File: config.mk
export PLATFORM = sky130hd
export DESIGN_NAME = load_store_unit
export DESIGN_NICKNAME = d
export VERILOG_FILES = /design/src/rtl/load_store_unit_pkg.sv /design/src/rtl/lsu_align.sv /design/src/rtl/load_store_unit.sv
export SDC_FILE = /design/constraint.sdc
export NUM_CORES = 1
export LEC_CHECK = 0
export ABC_CLOCK_PERIOD_IN_PS = 2560
export BUFFER_PORTS_ARGS = -buffer_cell sky130_fd_sc_hd__buf_2
export CAP_MARGIN = 20
export CORE_MARGIN = 5
export CORE_UTILIZATION = 45
export DETAILED_ROUTE_END_ITERATION = 8
export PLACE_DENSITY = 0.74
export SYNTH_ARGS = -nofsm -noshare
export SYNTH_HDL_FRONTEND = slang
export SYNTH_SLANG_ARGS = --single-unit
File: constraint.sdc
create_clock -name clk -period 2.56 [get_ports clk]
set_clock_uncertainty 0.15 [all_clocks]
set_input_delay 0.256 -clock clk [delete_from_list [all_inputs] [get_ports clk]]
set_output_delay 0.256 -clock clk [all_outputs]
set_load 0.02 [all_outputs]
File: src/rtl/load_store_unit_pkg.sv
// Shared definitions for the load/store unit: funct3 codes, FSM states
// and the access-size decode used by both the datapath and the controller.
package load_store_unit_pkg;

    localparam logic [2:0] F3_LB  = 3'b000;
    localparam logic [2:0] F3_LH  = 3'b001;
    localparam logic [2:0] F3_LW  = 3'b010;
    localparam logic [2:0] F3_LBU = 3'b100;
    localparam logic [2:0] F3_LHU = 3'b101;
    localparam logic [2:0] F3_SB  = 3'b000;
    localparam logic [2:0] F3_SH  = 3'b001;
    localparam logic [2:0] F3_SW  = 3'b010;

    typedef enum logic [1:0] {
        S_IDLE = 2'd0,
        S_REQ  = 2'd1,
        S_WAIT = 2'd2,
        S_DONE = 2'd3
    } lsu_state_e;

    typedef enum logic [1:0] {
        SZ_BYTE = 2'd0,
        SZ_HALF = 2'd1,
        SZ_WORD = 2'd2
    } lsu_size_e;

    // Undefined encodings fall back to a full-word access.
    function automatic lsu_size_e access_size(
        input logic [2:0] f3,
        input logic       is_store
    );
        lsu_size_e sz;
        sz = SZ_WORD;
        if (is_store) begin
            unique case (f3)
                F3_SB:   sz = SZ_BYTE;
                F3_SH:   sz = SZ_HALF;
                F3_SW:   sz = SZ_WORD;
                default: sz = SZ_WORD;
            endcase
        end else begin
            unique case (f3)
                F3_LB, F3_LBU: sz = SZ_BYTE;
                F3_LH, F3_LHU: sz = SZ_HALF;
                F3_LW:         sz = SZ_WORD;
                default:       sz = SZ_WORD;
            endcase
        end
        return sz;
    endfunction

endpackage

File: src/rtl/lsu_align.sv
// Byte-lane steering: store replication, byte-enable mask, misalignment
// detection, and load-data extraction with sign/zero extension.
module lsu_align
    import load_store_unit_pkg::*;
(
    input  logic        store_i,
    input  logic [2:0]  funct3_i,
    input  logic [1:0]  off_i,
    input  logic [31:0] op_b_i,
    input  logic [2:0]  ld_funct3_i,
    input  logic [1:0]  ld_off_i,
    input  logic [31:0] rdata_i,
    output logic [3:0]  mask_o,
    output logic [31:0] wdata_o,
    output logic        misalign_o,
    output logic [31:0] ld_data_o
);

    lsu_size_e   sz;
    lsu_size_e   lsz;
    logic [15:0] lane;
    logic        sext;

    always_comb begin
        sz         = access_size(funct3_i, store_i);
        mask_o     = 4'hF;
        wdata_o    = op_b_i;
        misalign_o = 1'b0;
        unique case (sz)
            SZ_BYTE: begin
                mask_o  = 4'b0001 << off_i;
                wdata_o = {4{op_b_i[7:0]}};
            end
            SZ_HALF: begin
                mask_o     = 4'b0011 << off_i;
                wdata_o    = {2{op_b_i[15:0]}};
                misalign_o = off_i[0];
            end
            default: begin
                mask_o     = 4'hF;
                wdata_o    = op_b_i;
                misalign_o = |off_i;
            end
        endcase
    end

    // Only the low half of the shifted word is ever needed.
    always_comb begin
        lsz       = access_size(ld_funct3_i, 1'b0);
        lane      = 16'(rdata_i >> {ld_off_i, 3'b000});
        sext      = ~ld_funct3_i[2];
        ld_data_o = rdata_i;
        unique case (lsz)
            SZ_BYTE: ld_data_o = {{24{sext & lane[7]}}, lane[7:0]};
            SZ_HALF: ld_data_o = {{16{sext & lane[15]}}, lane[15:0]};
            default: ld_data_o = rdata_i;
        endcase
    end

endmodule

File: src/rtl/load_store_unit.sv
// Load/store unit: bus handshake FSM, timeout counter, registered bus
// outputs and load-result register between execute and memory stages.
module load_store_unit
    import load_store_unit_pkg::*;
#(
    parameter int unsigned TIMEOUT_CYCLES = 256,
    parameter int unsigned CNT_W          = 9
) (
    input  logic        clk,
    input  logic        rst,
    input  logic        load,
    input  logic        store,
    input  logic [2:0]  funct3,
    input  logic [31:0] alu_out_address,
    input  logic [31:0] op_b,
    output logic        request,
    output logic        we_re,
    output logic [31:0] mem_addr,
    output logic [3:0]  mask,
    output logic [31:0] store_data_out,
    input  logic        valid,
    input  logic        data_valid,
    input  logic [31:0] mem_rdata,
    output logic [31:0] wrap_load_out,
    output logic        stall,
    output logic        misalign,
    output logic        bus_error
);

    localparam logic [CNT_W-1:0] TO_LAST = CNT_W'(TIMEOUT_CYCLES - 1);

    lsu_state_e      state_q, state_d;
    logic [CNT_W-1:0] cnt_q, cnt_d;
    logic            request_q, request_d;
    logic            we_re_q, we_re_d;
    logic [31:0]     addr_q, addr_d;
    logic [3:0]      mask_q, mask_d;
    logic [31:0]     wdata_q, wdata_d;
    logic [2:0]      fn_q, fn_d;
    logic [1:0]      off_q, off_d;
    logic [31:0]     wrap_q, wrap_d;
    logic            misalign_q, misalign_d;
    logic            bus_error_q, bus_error_d;

    logic        op;
    logic        timeout;
    logic [3:0]  al_mask;
    logic [31:0] al_wdata;
    logic        al_misalign;
    logic [31:0] al_ld_data;

    assign op      = load | store;
    assign timeout = (TIMEOUT_CYCLES != 0) && (cnt_q == TO_LAST);

    // Load extraction uses the offset/size latched at request time.
    lsu_align u_align (
        .store_i     (store),
        .funct3_i    (funct3),
        .off_i       (alu_out_address[1:0]),
        .op_b_i      (op_b),
        .ld_funct3_i (fn_q),
        .ld_off_i    (off_q),
        .rdata_i     (mem_rdata),
        .mask_o      (al_mask),
        .wdata_o     (al_wdata),
        .misalign_o  (al_misalign),
        .ld_data_o   (al_ld_data)
    );

    always_comb begin
        state_d     = state_q;
        cnt_d       = cnt_q;
        request_d   = request_q;
        we_re_d     = we_re_q;
        addr_d      = addr_q;
        mask_d      = mask_q;
        wdata_d     = wdata_q;
        fn_d        = fn_q;
        off_d       = off_q;
        wrap_d      = wrap_q;
        misalign_d  = 1'b0;
        bus_error_d = 1'b0;
        unique case (state_q)
            S_IDLE: begin
                if (op) begin
                    if (al_misalign) begin
                        state_d    = S_DONE;
                        misalign_d = 1'b1;
                    end else begin
                        state_d   = S_REQ;
                        cnt_d     = '0;
                        request_d = 1'b1;
                        we_re_d   = store;
                        addr_d    = {alu_out_address[31:2], 2'b00};
                        mask_d    = al_mask;
                        wdata_d   = al_wdata;
                        fn_d      = funct3;
                        off_d     = alu_out_address[1:0];
                    end
                end
            end
            S_REQ: begin
                cnt_d = cnt_q + 1'b1;
                if (valid && (we_re_q || data_valid)) begin
                    state_d   = S_DONE;
                    request_d = 1'b0;
                    we_re_d   = 1'b0;
                    if (!we_re_q) begin
                        wrap_d = al_ld_data;
                    end
                end else if (timeout) begin
                    state_d     = S_DONE;
                    request_d   = 1'b0;
                    we_re_d     = 1'b0;
                    bus_error_d = 1'b1;
                end else if (valid) begin
                    state_d   = S_WAIT;
                    request_d = 1'b0;
                    we_re_d   = 1'b0;
                end
            end
            S_WAIT: begin
                cnt_d = cnt_q + 1'b1;
                if (data_valid) begin
                    state_d = S_DONE;
                    wrap_d  = al_ld_data;
                end else if (timeout) begin
                    state_d     = S_DONE;
                    bus_error_d = 1'b1;
                end
            end
            S_DONE: begin
                state_d = S_IDLE;
            end
            default: begin
                state_d = S_IDLE;
            end
        endcase
    end

    always_ff @(posedge clk) begin
        if (rst) begin
            state_q     <= S_IDLE;
            cnt_q       <= '0;
            request_q   <= 1'b0;
            we_re_q     <= 1'b0;
            addr_q      <= '0;
            mask_q      <= '0;
            wdata_q     <= '0;
            fn_q        <= '0;
            off_q       <= '0;
            wrap_q      <= '0;
            misalign_q  <= 1'b0;
            bus_error_q <= 1'b0;
        end else begin
            state_q     <= state_d;
            cnt_q       <= cnt_d;
            request_q   <= request_d;
            we_re_q     <= we_re_d;
            addr_q      <= addr_d;
            mask_q      <= mask_d;
            wdata_q     <= wdata_d;
            fn_q        <= fn_d;
            off_q       <= off_d;
            wrap_q      <= wrap_d;
            misalign_q  <= misalign_d;
            bus_error_q <= bus_error_d;
        end
    end

    assign stall = ((state_q == S_IDLE) && op)
                 || (state_q == S_REQ)
                 || (state_q == S_WAIT);

    assign request        = request_q;
    assign we_re          = we_re_q;
    assign mem_addr       = addr_q;
    assign mask           = mask_q;
    assign store_data_out = wdata_q;
    assign wrap_load_out  = wrap_q;
    assign misalign       = misalign_q;
    assign bus_error      = bus_error_q;

endmodule

==> impl_metrics.prom <==
# TYPE chip_impl_metric gauge
chip_impl_metric{name="num_rows",unit=""} 41
chip_impl_metric{name="final-setup-viol-count",unit=""} 0
chip_impl_info{name="crit_type",value="flop to primary output"} 1
chip_impl_info{name="hold_end",value="wrap_load_out[6]"} 1
chip_impl_metric{name="gpl.final_weighted_congestion",unit=""} 0.8409
chip_impl_metric{name="ys_seq_area_frac",unit=""} 0.4125
chip_impl_info{name="cts_root_buffer",value="clkbuf_16"} 1
chip_impl_metric{name="route.detailed.vias_per_inst",unit=""} 5.422
chip_impl_metric{name="synth_compound_gate_area_share",unit=""} 0.2344
chip_impl_metric{name="layout_setup_ws",unit="ns"} 0.2781
chip_impl_metric{name="core_area",unit="um2"} 12570
chip_impl_metric{name="clk-insertion-delay-late",unit="ns"} 0.41
chip_impl_metric{name="clock_tree.htree_level_count",unit=""} 4
chip_impl_metric{name="die_width",unit="um"} 122.8
chip_impl_metric{name="synth-edff-count",unit=""} 0
chip_impl_metric{name="critPathRequiredTime",unit="ns"} 2.15
chip_impl_metric{name="post_cts.repair.setup_buffers",unit=""} 0
chip_impl_info{name="r2r_end",value="store_data_out[28]"} 1
chip_impl_metric{name="grt_use_total",unit=""} 0.2487
chip_impl_metric{name="finalWorstPathRequiredPeriod",unit="ns"} 2.282
chip_impl_metric{name="io_pins",unit=""} 210
chip_impl_metric{name="synth_cells",unit=""} 677
chip_impl_metric{name="grt_antenna_before_repair",unit=""} 0
chip_impl_metric{name="clkSlewWorstSetupHoldPaths",unit="ns"} 0.06
chip_impl_info{name="holdCritStartpoint",value="mem_rdata[6]"} 1
chip_impl_metric{name="power.leakage",unit="nW"} 3.537
chip_impl_metric{name="post-dp-hpwl",unit="um"} 12460
chip_impl_metric{name="max_clock_freq",unit="MHz"} 438.2
chip_impl_metric{name="dpl_worst_slack",unit="ns"} 0.3189
chip_impl_metric{name="total_negative_slack",unit="ns"} 0
chip_impl_metric{name="numPortBuffers",unit=""} 207
chip_impl_metric{name="power",unit="W"} 0.007221
chip_impl_metric{name="vias_in_the_first_global_route",unit=""} 5803
chip_impl_metric{name="postCtsResizedCells",unit=""} 0
chip_impl_metric{name="syn_avg_cell_area",unit="um2"} 8.459
chip_impl_metric{name="worst_r2r_path_depth",unit=""} 7
chip_impl_metric{name="filler_cell_count",unit=""} 1000
chip_impl_info{name="r2r_start",value="state_q[0]"} 1
chip_impl_metric{name="synth_fa_ha_area_frac",unit=""} 0.01529
chip_impl_metric{name="worstPathMaxFanout",unit=""} 9
chip_impl_metric{name="arrival",unit="ns"} 1.88
chip_impl_metric{name="timing_max_transition_violations_final",unit=""} 0
chip_impl_metric{name="grt_start_max_net_pins",unit=""} 76
chip_impl_metric{name="yosys-mux-area-fraction",unit=""} 0.08608
chip_impl_metric{name="drive_above_1_share",unit=""} 0.2968
chip_impl_info{name="worst_setup_path_start_kind",value="flop"} 1
chip_impl_metric{name="timing.final.crit_share",unit=""} 0.8914
chip_impl_info{name="cts_tree",value="yes"} 1
chip_impl_metric{name="worst_margin_slew",unit="ns"} 0.7307
chip_impl_metric{name="cellPowerDensity",unit="nW/um2"} 892.8
chip_impl_info{name="result_of_the_run",value="completed"} 1
chip_impl_metric{name="num-nets-final",unit=""} 1030
chip_impl_metric{name="drt_pre_antenna_iters",unit=""} 5
chip_impl_metric{name="cts_sinks",unit=""} 118
chip_impl_metric{name="route.final.wire_length",unit="um"} 19050
chip_impl_metric{name="synth_async_sr_flop_share",unit=""} 0
chip_impl_metric{name="slew_headroom",unit=""} 0.5129
chip_impl_metric{name="fin_hold_ws",unit="ns"} 0.01901
chip_impl_metric{name="worstHoldPathCells",unit=""} 3
chip_impl_metric{name="synth_xor_area_frac",unit=""} 0.001529
chip_impl_metric{name="drt-wirelength-per-cell",unit="um"} 17.27
chip_impl_info{name="rsz0062_at_grt",value="false"} 1
chip_impl_metric{name="r2r_slack",unit="ns"} 0.30
chip_impl_metric{name="syn_to_final_growth",unit="%"} 41.23
chip_impl_metric{name="post_synth_num_cell_types",unit=""} 60
chip_impl_metric{name="timing_hold_violations_final",unit=""} 0
chip_impl_metric{name="floorplan.initialDensity",unit=""} 0.4556
chip_impl_metric{name="drt_iter0_markers",unit=""} 500
chip_impl_metric{name="grt_first_pass_wirelength",unit="um"} 29500
chip_impl_metric{name="die_area",unit="um2"} 15080
chip_impl_metric{name="ant_nets",unit=""} 0
chip_impl_info{name="synthFlopType",value="dfxtp_1"} 1
chip_impl_metric{name="synth.cell_area",unit="um2"} 5727
chip_impl_info{name="min-delay-path-class",value="input port to flop"} 1
chip_impl_info{name="synth_top_family_by_area",value="compound AO/OA/AOI/OAI gates"} 1
chip_impl_info{name="worstSetupEndpointType",value="primary output"} 1
chip_impl_metric{name="ys_warn_count",unit=""} 0
chip_impl_metric{name="globalRouteOverflowTotal",unit=""} 0
chip_impl_metric{name="vias",unit=""} 5981
chip_impl_metric{name="cts-buffers-inserted",unit=""} 17
chip_impl_metric{name="synth-simple-area-share",unit=""} 0.1853
chip_impl_metric{name="die_height",unit="um"} 122.8
chip_impl_metric{name="drc_errors",unit=""} 0
chip_impl_metric{name="yosys_register_bits",unit=""} 118
chip_impl_metric{name="drv.max_cap_violation_count",unit=""} 0
chip_impl_metric{name="vdd_ir_drop_max",unit="V"} 0.0005748
chip_impl_metric{name="clockBufferDepth",unit=""} 2
==> placed cells by master (no fill, tap or decap), drive strengths merged, types with 3 or more instances in the layout <==
master / netlist / layout
nand3: 8 / 8
o21a: 4 / 4
buf: 25 / 223
a211oi: 15 / 15
o22ai: 16 / 16
a221oi: 7 / 7
a21boi: 3 / 3
o21bai: 8 / 8
mux2i: 47 / 47
inv: 21 / 21
dlygate4sd3: 0 / 58
ha: 7 / 7
o21ai: 17 / 17
or3b: 6 / 6
a2bb2oi: 8 / 8
o211ai: 10 / 10
a21oi: 78 / 78
nor2b: 7 / 7
nand2b: 4 / 4
bufinv: 0 / 3
a311oi: 9 / 9
nor3b: 5 / 5
nand3b: 8 / 8
dfxtp: 118 / 118
nand2: 134 / 134
clkinv: 0 / 3
clkbuf: 35 / 23
and2: 16 / 16
nor2: 28 / 28
o221ai: 7 / 7
==> cell type report <==
cell class	instances	area [um2]	area share
Antenna cell	1	2.502	0.0003094
Clock buffer	23	498.0	0.06157
Clock inverter	8	120.1	0.01485
Inverter	21	78.83	0.009746
Multi-Input combinational cell	479	3022	0.3736
Sequential cell	118	2362	0.2921
Tap cell	172	215.2	0.02661
Timing Repair Buffer	281	1789	0.2212
==> flip-flops by register name, summed over array words and instances (netlist names) <==
register	count
bus_error	1
cnt_q	9
fn_q	3
mask	4
mem_addr	30
misalign	1
off_q	2
request	1
state_q	2
store_data_out	32
we_re	1
wrap_load_out	32
==> critical path, cell delays in order, from the launching register on <==
cell     delay [ns]
dfxtp_1        0.35
inv_1          0.10
ha_1           0.24
o21a_1         0.25
or3_1          0.36
buf_2          0.17
==> stage by stage <==
step,utilization,instance area (um2),instances
2_1_floorplan,-,5731,678
4_1_cts,0.6433,8085,1102
6_report,0.6435,8088,1103
3_3_place_gp,0.5479,6887,1013
5_1_grt,0.6433,8085,1102
3_5_place_dp,0.5479,6887,1013
==> kinds of logic (layout without fill, tap and decap cells) <==
family | after synthesis | count (layout)
xor+xnor | 1 | 1
compound gates | 195 | 195
simple gates | 226 | 226
flops | 118 | 118
buf+inv | 81 | 333
mux | 48 | 48
fa+ha+maj | 7 | 7
other cells | 1 | 3
==> metal layers <==
metal / up-vias / global-route usage / routed length, um
met4: 0 / 0.1008 / 503
li1: 2864 / - / -
met1: 2773 / 0.3053 / 7752
met2: 305 / 0.4018 / 9010
met5: - / 0 / 0
met3: 39 / 0.08157 / 1784
==> where the power goes <==
group / internal (W) / switching, W
Sequential: 0.00216 / 0.000202
Clock: 0.00165 / 0.000836
Combinational: 0.000898 / 0.00148
Total: 0.00471 / 0.00252
==> worst max path at each step <==
stage | start | endpoint | slack [ns] | depth (start not counted)
6_report | state_q[0] | stall | 0.28 | 5
5_1_grt | state_q[0] | store_data_out[21] | 0.15 | 7
4_1_cts | state_q[0] | stall | 0.27 | 5
3_5_place_dp | state_q[0] | store_data_out[18] | 0.32 | 7
3_3_place_gp | state_q[1] | wrap_load_out[15] | 0.43 | 6
2_1_floorplan | state_q[1] | wrap_load_out[24] | 0.38 | 10
==> Yosys cell counts, types with 2 or more instances <==
master | instances | share of area
nand2_1 | 134 | 0.088
dfxtp_1 | 118 | 0.41
a21oi_1 | 77 | 0.067
mux2i_1 | 47 | 0.082
clkbuf_1 | 35 | 0.023
nor2_1 | 28 | 0.018
inv_1 | 21 | 0.014
o21ai_0 | 17 | 0.015
and2_1 | 16 | 0.017
buf_2 | 15 | 0.013
a211oi_1 | 14 | 0.018
o22ai_2 | 10 | 0.022
a311oi_1 | 9 | 0.014
o211ai_1 | 9 | 0.012
a2bb2oi_1 | 8 | 0.012
nand3_1 | 8 | 0.0070
o21bai_1 | 8 | 0.010
a221oi_1 | 7 | 0.011
ha_1 | 7 | 0.015
nand3b_1 | 7 | 0.0092
nor2b_1 | 7 | 0.0076
o221ai_1 | 7 | 0.011
o22ai_1 | 6 | 0.0066
nor3b_1 | 5 | 0.0066
o21a_1 | 4 | 0.0052
or3b_1 | 4 | 0.0061
buf_1 | 3 | 0.0020
buf_4 | 3 | 0.0039
buf_6 | 3 | 0.0059
nand2b_1 | 3 | 0.0033
a211o_1 | 2 | 0.0031
a21o_1 | 2 | 0.0026
a31oi_1 | 2 | 0.0022
and3_1 | 2 | 0.0022
and4_1 | 2 | 0.0031
nor3_1 | 2 | 0.0017
or3b_2 | 2 | 0.0031
==> timing repair <==
item	in CTS	in global routing
endpoints found under the setup margin	0	0
hold endpoints to repair	58	0
hold buffers	58	0
Note: power is estimated with default switching activity, not from simulation.
